**src/rtl/seg_decode_pkg.sv**
```systemverilog
// rtl/seg_decode_pkg.sv - glyph constants, digit-count default and output-FSM state for seg_decode_scan
package seg_decode_pkg;

  localparam int NDIG_DEFAULT = 4;

  localparam logic [6:0] GLYPH_0 = 7'h3F;
  localparam logic [6:0] GLYPH_1 = 7'h06;
  localparam logic [6:0] GLYPH_2 = 7'h5B;
  localparam logic [6:0] GLYPH_3 = 7'h4F;
  localparam logic [6:0] GLYPH_4 = 7'h66;
  localparam logic [6:0] GLYPH_5 = 7'h6D;
  localparam logic [6:0] GLYPH_6 = 7'h7D;
  localparam logic [6:0] GLYPH_7 = 7'h07;
  localparam logic [6:0] GLYPH_8 = 7'h7F;
  localparam logic [6:0] GLYPH_9 = 7'h6F;

  localparam logic [6:0] GLYPH_ALT_6 = 7'h7C;
  localparam logic [6:0] GLYPH_ALT_7 = 7'h27;
  localparam logic [6:0] GLYPH_ALT_9 = 7'h67;

  typedef enum logic {
    ST_EMPTY = 1'b0,
    ST_FULL  = 1'b1
  } out_state_t;

  function automatic logic is_onehot(input logic [7:0] v);
    return (v != 8'd0) && ((v & (v - 8'd1)) == 8'd0);
  endfunction

endpackage

```
**src/rtl/seg_decode_scan_if.sv**
```systemverilog
// rtl/seg_decode_scan_if.sv - scan input, frame output and handshake bundle for seg_decode_scan
interface seg_decode_scan_if
  import seg_decode_pkg::*;
#(
  parameter int NDIG = NDIG_DEFAULT
);
  logic [6:0]        seg;
  logic [NDIG-1:0]   dig_en;
  logic              valid;
  logic              ready;
  logic [4*NDIG-1:0] bcd;
  logic [NDIG-1:0]   err;
  logic              ovr;

  modport master (
    output seg, dig_en, ready,
    input  valid, bcd, err, ovr
  );

  modport slave (
    input  seg, dig_en, ready,
    output valid, bcd, err, ovr
  );
endinterface

```
**src/rtl/seg_glyph_decode.sv**
```systemverilog
// rtl/seg_glyph_decode.sv - 7-segment pattern to BCD digit; SEG_ALT_GLYPH_EN adds alternate 6/7/9 glyphs
module seg_glyph_decode
  import seg_decode_pkg::*;
(
  input  logic [6:0] i_seg,
  output logic [3:0] o_digit,
  output logic       o_err
);

`ifdef SEG_ALT_GLYPH_EN
  localparam bit ALT_EN = 1'b1;
`else
  localparam bit ALT_EN = 1'b0;
`endif

  always_comb begin
    o_digit = 4'hF;
    o_err   = 1'b1;
    case (i_seg)
      GLYPH_0: begin o_digit = 4'd0; o_err = 1'b0; end
      GLYPH_1: begin o_digit = 4'd1; o_err = 1'b0; end
      GLYPH_2: begin o_digit = 4'd2; o_err = 1'b0; end
      GLYPH_3: begin o_digit = 4'd3; o_err = 1'b0; end
      GLYPH_4: begin o_digit = 4'd4; o_err = 1'b0; end
      GLYPH_5: begin o_digit = 4'd5; o_err = 1'b0; end
      GLYPH_6: begin o_digit = 4'd6; o_err = 1'b0; end
      GLYPH_7: begin o_digit = 4'd7; o_err = 1'b0; end
      GLYPH_8: begin o_digit = 4'd8; o_err = 1'b0; end
      GLYPH_9: begin o_digit = 4'd9; o_err = 1'b0; end
      default: ;
    endcase
    if (ALT_EN) begin
      if (i_seg == GLYPH_ALT_6) begin o_digit = 4'd6; o_err = 1'b0; end
      if (i_seg == GLYPH_ALT_7) begin o_digit = 4'd7; o_err = 1'b0; end
      if (i_seg == GLYPH_ALT_9) begin o_digit = 4'd9; o_err = 1'b0; end
    end
  end

endmodule

```
**src/rtl/seg_decode_scan.sv**
```systemverilog
// rtl/seg_decode_scan.sv - debounced multiplexed 7-segment scanner assembling decoded digits into frames
module seg_decode_scan
  import seg_decode_pkg::*;
#(
  parameter int NDIG       = NDIG_DEFAULT,
  parameter int STABLE_CYC = 3
) (
  input  logic            clk,
  input  logic            rst,
  seg_decode_scan_if.slave bus
);

  localparam logic [3:0] CAP_CNT = 4'(STABLE_CYC - 1);

  logic [6:0]        r_seg_q;
  logic [NDIG-1:0]   r_dig_q;
  logic              r_prev_vld;
  logic [3:0]        r_cnt;
  logic [NDIG-1:0]   r_mask;
  logic [4*NDIG-1:0] r_nib;
  logic [NDIG-1:0]   r_err_stage;
  logic [4*NDIG-1:0] r_bcd;
  logic [NDIG-1:0]   r_err;
  logic              r_valid;
  logic              r_ovr;
  out_state_t        r_state;

  logic              w_same;
  logic [3:0]        w_cnt_nxt;
  logic              w_capture;
  logic [3:0]        w_dec_digit;
  logic              w_dec_err;
  logic [NDIG-1:0]   w_cap_dig;
  logic [NDIG-1:0]   w_mask_nxt;
  logic [4*NDIG-1:0] w_nib_nxt;
  logic [NDIG-1:0]   w_err_nxt;
  logic              w_done;

  // The counter saturates at 15, above any capture point, so each stable interval captures once.
  assign w_same    = r_prev_vld && (bus.seg == r_seg_q) && (bus.dig_en == r_dig_q);
  assign w_cnt_nxt = !w_same ? 4'd0 : ((r_cnt == 4'hF) ? 4'hF : r_cnt + 4'd1);
  assign w_capture = (w_cnt_nxt == CAP_CNT) && is_onehot(8'(bus.dig_en));

  seg_glyph_decode u_glyph (
    .i_seg   (bus.seg),
    .o_digit (w_dec_digit),
    .o_err   (w_dec_err)
  );

  for (genvar g = 0; g < NDIG; g++) begin : g_dig
    assign w_cap_dig[g]         = w_capture && bus.dig_en[g];
    assign w_nib_nxt[4*g +: 4]  = w_cap_dig[g] ? w_dec_digit : r_nib[4*g +: 4];
    assign w_err_nxt[g]         = w_cap_dig[g] ? w_dec_err : r_err_stage[g];
  end

  assign w_mask_nxt = r_mask | w_cap_dig;
  assign w_done     = w_capture && (&w_mask_nxt);

  always_ff @(posedge clk) begin
    if (rst) begin
      r_seg_q     <= '0;
      r_dig_q     <= '0;
      r_prev_vld  <= 1'b0;
      r_cnt       <= '0;
      r_mask      <= '0;
      r_nib       <= '1;
      r_err_stage <= '1;
      r_bcd       <= '1;
      r_err       <= '1;
      r_valid     <= 1'b0;
      r_ovr       <= 1'b0;
      r_state     <= ST_EMPTY;
    end else begin
      r_seg_q     <= bus.seg;
      r_dig_q     <= bus.dig_en;
      r_prev_vld  <= 1'b1;
      r_cnt       <= w_cnt_nxt;
      r_mask      <= w_done ? '0 : w_mask_nxt;
      r_nib       <= w_nib_nxt;
      r_err_stage <= w_err_nxt;
      case (r_state)
        ST_EMPTY: begin
          if (w_done) begin
            r_bcd   <= w_nib_nxt;
            r_err   <= w_err_nxt;
            r_valid <= 1'b1;
            r_state <= ST_FULL;
          end
        end
        ST_FULL: begin
          // A frame completing while the held one is unaccepted is dropped.
          if (w_done && bus.ready) begin
            r_bcd <= w_nib_nxt;
            r_err <= w_err_nxt;
          end else if (w_done) begin
            r_ovr <= 1'b1;
          end else if (bus.ready) begin
            r_valid <= 1'b0;
            r_state <= ST_EMPTY;
          end
        end
        default: r_state <= ST_EMPTY;
      endcase
    end
  end

  assign bus.valid = r_valid;
  assign bus.bcd   = r_bcd;
  assign bus.err   = r_err;
  assign bus.ovr   = r_ovr;

endmodule

```
**src/flat_wrapper.sv**
```systemverilog
// flat-port wrapper written by rule: the top's interface ports become plain ports
module seg_decode_scan_flat import seg_decode_pkg::*;
#(
  parameter int NDIG       = NDIG_DEFAULT,
  parameter int STABLE_CYC = 3
)
  (clk, rst, bus_seg, bus_dig_en, bus_ready, bus_valid, bus_bcd, bus_err, bus_ovr);
  seg_decode_scan_if #(.NDIG(NDIG)) bus_i ();
  input  logic clk;
  input  logic rst;
  input wire logic [$bits(bus_i.seg)-1:0] bus_seg;
  input wire logic [$bits(bus_i.dig_en)-1:0] bus_dig_en;
  input wire logic [$bits(bus_i.ready)-1:0] bus_ready;
  output wire logic [$bits(bus_i.valid)-1:0] bus_valid;
  output wire logic [$bits(bus_i.bcd)-1:0] bus_bcd;
  output wire logic [$bits(bus_i.err)-1:0] bus_err;
  output wire logic [$bits(bus_i.ovr)-1:0] bus_ovr;
  assign bus_i.seg = bus_seg;
  assign bus_i.dig_en = bus_dig_en;
  assign bus_i.ready = bus_ready;
  assign bus_valid = bus_i.valid;
  assign bus_bcd = bus_i.bcd;
  assign bus_err = bus_i.err;
  assign bus_ovr = bus_i.ovr;
  seg_decode_scan #(.NDIG(NDIG), .STABLE_CYC(STABLE_CYC)) u_core (.clk(clk), .rst(rst), .bus(bus_i));
endmodule
```
**config.mk**
```make
export PLATFORM = sky130hd
export DESIGN_NAME = seg_decode_scan_flat
export DESIGN_NICKNAME = d
export VERILOG_FILES = /design/src/rtl/seg_decode_pkg.sv /design/src/rtl/seg_decode_scan_if.sv /design/src/rtl/seg_glyph_decode.sv /design/src/rtl/seg_decode_scan.sv /design/src/flat_wrapper.sv
export SDC_FILE = /design/constraint.sdc
export NUM_CORES = 1
export LEC_CHECK = 0
export ABC_AREA = 1
export CORE_ASPECT_RATIO = 1.1
export CORE_MARGIN = 1.5
export CORE_UTILIZATION = 55
export DETAILED_ROUTE_END_ITERATION = 10
export PLACE_DENSITY_LB_ADDON = 0.2
export SYNTH_ARGS = -nofsm -noshare
export SYNTH_HDL_FRONTEND = slang
export SYNTH_HIERARCHICAL = 1
export SYNTH_SLANG_ARGS = --single-unit
```
**constraint.sdc**
```tcl
create_clock -name clk -period 2.6 [get_ports clk]
set_input_delay 0.39 -clock clk [delete_from_list [all_inputs] [get_ports clk]]
set_output_delay 0.39 -clock clk [all_outputs]
set_load 0.03 [all_outputs]
```
==> impl_metrics.ini, run 1 <==
[outcome]
outcome = finished with violations
violations = DRC

[clocking]
cts_buffer_depth = 2
htree_levels = 3
cts_tree = yes
cts.sinks = 63
post_cts_buffers = 0
cts.clk_slew.worst_paths_ps = 70
cts_made_buffers = 9
root_buffer = clkbuf_8
cts_resized = 0
holdBufCountCts = 0
insertion_delay_ps = 330

[setup_path]
worstPathCellList = clkdlybuf4s50_1 > inv_1 > a21boi_1 > nand2_1 > nor2_1 > inv_1 > nor2_2 > nand3_1 > nand2_1 > nand2_2 > nor2_8 > nand3_4 > nand2_1 > nand3_1
required_ps = 2790
end_kind = register
rrSetupSlack_ps = 450
path_class = in2reg
critPathMostFrequentCell = nand2_1
crit_path_max_incr_delay_ps = 530
critical_path_arrival_ps = 2410
cp_slowest_cell = clkdlybuf4s50_1
startpoint_type = input pin
worst-path-max-fanout = 20

[timing]
rsz0062_at_grt = false
finClkSkew_ps = 6.61
finalHoldViolCount = 0
worst_pin_slew_ps = 589
post-route-period-util = 0.854
max_freq_ghz = 0.450
max_slew_margin = 0.607
drv_slew = 0
fin_setup_tns_ps = 0
setup_violations = 0
post-route-min-period_ps = 2220

[final_layout]
drive_gt1_frac = 0.146
final_cell_area_um2 = 3490
multi_input_area_um2 = 1300
n_fill_cell = 437
utilization = 0.699
antennaDiodeCount = 0
final_net_count = 455
regArea_um2 = 1260
area_growth_pct = 22.6

[routing]
totalWireLength_um = 5610
dr.pass1.iters = 7
drc = 3
via_per_inst = 4.99
drtAntennaViolNets = 0
wire_per_inst_um = 11.1
vias = 2508
drt_iter0_markers = 126

[floorplanning]
rows = 27
die_h_um = 78.5
design.core.area_um2 = 5000
die_w_um = 71.6
io_pins = 36
dieArea_um2 = 5620
initial_utilization = 0.570

[logic_synthesis]
synth.area.top_cells = dfxtp_1, nand2_1, nand3_1
ys_warn_count = 6
synthTopCellsByCount = nand2_1, dfxtp_1, inv_1
synth_fp_nets = 412
synth-seq-cells = 63
synth_top_area_frac = 0.443
synth_flop_cell = dfxtp_1
ys_types = 27
synth.most_common_cell = nand2_1
synth-edff-count = 0
syn_avg_cell_area_um2 = 7.18
async_flop_share = 0
syn_area_um2 = 2850
synth.largest_area_cell = dfxtp_1
synthCells = 397
ys_seq_area_frac = 0.443

[job]
drv_cap = 0

[power_and_ir_drop]
p_per_area_nw_per_um2 = 565
total_power_uw = 1970
cellLeakagePower_uw = 0.00172
peakVddDrop_mv = 0.355

[placed_design]
port_buffers = 35
place_hpwl_um = 3960
placed_area_um2 = 3280
place_congestion = 0.818

[global_route]
antenna_found_initial = 0
grt_pass1_vias = 2310
grt_pass1_wl_um = 9980
grt-ovfl-total = 0
groute.usage.overall = 0.225
grt_start_max_net_pins = 29

[hold_path]
hold_path.class = reg2reg
==> per-stage QoR <==
step | hold WS, ps | setup WS, ps | cells
CTS | 450 | 371 | 503
detailed placement | 440 | 45.1 | 487
finish | 447 | 380 | 503
global placement | 433 | 126 | 487
global route | 474 | 161 | 503
floorplan | 424 | 661 | 397
==> worst max-delay path, delay by kind of cell <==
family | cells | cell delay, ps
AND/OR/NAND/NOR | 10 | 1220
buffers and inverters | 3 | 680
AO/OA/AOI/OAI | 1 | 120
==> report_power, final <==
part	internal (uW)	switching [uW]
logic	49.1	70.6
registers	975	4.14
clock network	518	357
==> state kept, by name (all words and copies together) (netlist names) <==
register / cells
u_core/bus.bcd: 16
u_core/bus.err: 4
u_core/bus.ovr: 1
u_core/bus.valid: 1
u_core/r_cnt: 4
u_core/r_dig_q: 4
u_core/r_err_stage: 4
u_core/r_mask: 4
u_core/r_nib: 16
u_core/r_prev_vld: 1
u_core/r_seg_q: 7
u_core/r_state: 1
==> layout make-up <==
type,count,area share
Clock inverter,3,0.0115
Timing Repair Buffer,49,0.134
Tap cell,58,0.0208
Sequential cell,63,0.361
Inverter,48,0.0516
Multi-Input combinational cell,269,0.373
Clock buffer,13,0.0484
==> cell usage in the layout (no fill, tap or decap), types with 2 or more instances in the layout <==
master / Yosys / routed
or2_2: 15 / 15
nand4_1: 20 / 20
clkbuf_8: 0 / 12
a21oi_1: 8 / 8
clkinv_2: 0 / 2
nand3_1: 38 / 38
xnor2_1: 5 / 5
clkdlybuf4s50_1: 0 / 35
buf_4: 2 / 13
o21ai_0: 17 / 17
nor2_4: 2 / 2
dfxtp_1: 63 / 63
inv_2: 5 / 5
nor2_2: 3 / 3
nor2_1: 32 / 32
nand2_1: 114 / 114
nand3_2: 2 / 2
nand2_2: 6 / 6
inv_1: 42 / 42
==> cell families (layout without fill, tap and decap cells) <==
kind of cell,count (synthesis),count (layout),synth area share
compound gates,28,28,0.0514
xor+xnor,5,5,0.0154
fa+ha+maj,1,1,0.00439
buf+inv,65,113,0.100
flops,63,63,0.443
simple gates,235,235,0.386
==> per-layer routing <==
layer	global-route usage	wire, um	vias to the layer above
met3	0.0629	231	6
met1	0.296	2780	1103
met2	0.351	2540	59
li1	-	-	1340
met4	0.0811	59	0
met5	0	0	-
==> final timing paths <==
path                    from            endpoint  depth (start not counted)
max               bus_seg[0]  u_core/bus.bcd[10]                         14
min           u_core/bus.ovr      u_core/bus.ovr                          2
max reg2reg  u_core/r_cnt[0]  u_core/bus.bcd[10]                         14
min reg2reg   u_core/bus.ovr      u_core/bus.ovr                          2
Power figures use the tool's default switching activity.
==> run 2, diff against run 1 <==
--- a/config.mk
+++ b/config.mk
@@ -5,10 +5,10 @@
 export SDC_FILE = /design/constraint.sdc
 export NUM_CORES = 1
 export LEC_CHECK = 0
-export ABC_AREA = 1
+export ABC_AREA = 0
 export CORE_ASPECT_RATIO = 1.1
 export CORE_MARGIN = 1.5
-export CORE_UTILIZATION = 55
+export CORE_UTILIZATION = 59
 export DETAILED_ROUTE_END_ITERATION = 10
 export PLACE_DENSITY_LB_ADDON = 0.2
 export SYNTH_ARGS = -nofsm -noshare
==> constraint.sdc (replaced) <==
create_clock -name clk -period 2.62 [get_ports clk]
set_input_delay 0.393 -clock clk [delete_from_list [all_inputs] [get_ports clk]]
set_output_delay 0.393 -clock clk [all_outputs]
set_load 0.03 [all_outputs]
==> run 2 against run 1 <==
Compared with the run above:
- the flow now finishes without violations
- clock power grew 26%
- sequential share of layout area shrank 1.3 points
- sequential cell count is the same
- first-iteration DRC count grew to 2.9 times the previous value
- final area grew 3.8%
- non-clock buffer count grew 6
- clock-buffer cell count shrank 3
- die area shrank 5.0%
- sequential power shrank 0.8%
- highest routed layer unchanged
==> impl_metrics.ini, run 2 <==
[floorplanning]
initial_utilization = 0.619
die_h_um = 76.5
io_pins = 36
rows = 26
die_w_um = 69.8
dieArea_um2 = 5340
design.core.area_um2 = 4680

[logic_synthesis]
synth_flop_cell = dfxtp_1
synth_top_area_frac = 0.435
synth-edff-count = 0
synth.area.top_cells = dfxtp_1, nand3_1, a32oi_1
synthCells = 326
synth.largest_area_cell = dfxtp_1
synth-seq-cells = 63
async_flop_share = 0
ys_types = 49
synth.most_common_cell = dfxtp_1
syn_avg_cell_area_um2 = 8.89
ys_seq_area_frac = 0.435
syn_area_um2 = 2900
synth_fp_nets = 341
ys_warn_count = 6
synthTopCellsByCount = dfxtp_1, nand3_1, inv_1

[timing]
whs_ps = 446
post-route-min-period_ps = 2350
rsz0062_at_grt = false
max_slew_margin = 0.623
fin_setup_tns_ps = 0
post-route-period-util = 0.899
max_freq_ghz = 0.425
worst_pin_slew_ps = 549
drv_slew = 0
setup_violations = 0
finalHoldViolCount = 0
finClkSkew_ps = 10.4

[clocking]
root_buffer = clkbuf_8
insertion_delay_ps = 350
cts.sinks = 63
post_cts_buffers = 0
htree_levels = 3
cts_made_buffers = 9
holdBufCountCts = 0
cts_buffer_depth = 2
cts_tree = yes
cts.clk_slew.worst_paths_ps = 80
cts_resized = 0

[setup_path]
path_buf_inv = 0
startpoint_type = register
critical_path_arrival_ps = 2560
end_kind = register
crit_path_max_incr_delay_ps = 450
worst-path-max-fanout = 6
cp_slowest_cell = nand4_1
path_class = reg2reg
worstPathCellList = ha_1 > nand2b_1 > mux2i_1 > nand4_1 > o21ai_0 > a32oi_1
crit_family = simple AND/OR/NAND/NOR gates
required_ps = 2830

[routing]
drtAntennaViolNets = 0
drc = 0
drt_iter0_markers = 361
totalWireLength_um = 7100
wire_per_inst_um = 16.4
vias = 2669
dr.pass1.iters = 5
via_per_inst = 6.18

[power_and_ir_drop]
cellLeakagePower_uw = 0.00145
p_per_area_nw_per_um2 = 615
peakVddDrop_mv = 0.416

[hold_path]
hold_path.class = reg2reg

[outcome]
outcome = finished clean

[placed_design]
port_buffers = 35
place_hpwl_um = 4870
place_congestion = 0.823

[global_route]
antenna_found_initial = 0
groute.usage.overall = 0.274
grt_pass1_vias = 2475
grt-ovfl-total = 0
grt_pass1_wl_um = 11700
grt_start_max_net_pins = 25

[final_layout]
drive_gt1_frac = 0.130
antennaDiodeCount = 0
final_common_cell = dfxtp_1
final_net_count = 386
area_growth_pct = 25.2
layout_common_cells = dfxtp_1, nand3_1, clkdlybuf4s50_1, inv_1, and3_1

[job]
drv_cap = 0
[run 2: changes by cell type in the layout (fill, tap and decap cells not counted), sizes merged, moves of 5 or more]
cell	previous run	this run
and3	0	23
xnor2	5	13
nand4	20	10
a32oi	0	18
nor2	38	16
o21ai	18	24
a31oi	0	5
buf	14	20
nand2	120	7
nor2b	0	14
inv	47	22
or2	16	1
[run 2: kinds of logic after synthesis]
kind of cell	Yosys count	share of synthesized area
AND/OR/NAND/NOR	132	0.267
AO/OA/AOI/OAI	71	0.177
flip-flops	63	0.435
buffers and inverters	43	0.0652
XOR/XNOR	14	0.0423
multiplexers	2	0.00863
adder cells (fa/ha/maj)	1	0.00432
[run 2: area by class of cell]
cell class              instances  area [um^2]
multi-input cells             220         1450
flip-flops and latches         63         1260
fillers                       347         1060
repair buffers                 55          500
clock inverters                 6          133
clock buffers                  10          128
inverters                      22         82.6
well taps                      56         70.1
[run 2: worst paths after layout]
path	cells past startpoint	slack (ps)	end	start
min reg2reg	2	450	u_core/bus.err[3]	u_core/bus.err[3]
max reg2reg	6	270	u_core/bus.bcd[7]	u_core/r_cnt[0]
min	2	450	u_core/bus.err[3]	u_core/bus.err[3]
max	6	270	u_core/bus.bcd[7]	u_core/r_cnt[0]
[run 2: tightest hold or removal path, delay by kind of cell (launching register included)]
| family | cells | cell delay [ps] |
|---|---|---|
| flip-flops | 1 | 310 |
| buffers and inverters | 1 | 50 |
| AO/OA/AOI/OAI | 1 | 40 |
[run 2: where the power goes]
group	switching (uW)	internal, uW
Combinational	85.5	71.9
Sequential	4.18	967
Clock	374	727
[run 2: stage by stage]
stage | utilization | setup slack [ps] | total power (uW) | instance area [um^2] | cells
floorplan | - | 512 | 1080 | 2900 | 326
global placement | 0.719 | 100 | 1140 | 3370 | 416
detailed placement | 0.719 | 28.2 | 1150 | 3370 | 416
CTS | 0.774 | 298 | 2230 | 3630 | 432
global route | 0.774 | 41.1 | 2290 | 3630 | 432
finish | 0.774 | 266 | 2230 | 3630 | 432
[run 2: per-layer routing]
| layer | global-route usage | part of all wire | vias up |
|---|---|---|---|
| met3 | 0.0423 | 0.053 | 13 |
| met2 | 0.453 | 0.51 | 101 |
| met4 | 0.133 | 0.019 | 0 |
| met5 | 0 | 0 | - |
| li1 | - | - | 1280 |
| met1 | 0.347 | 0.42 | 1275 |
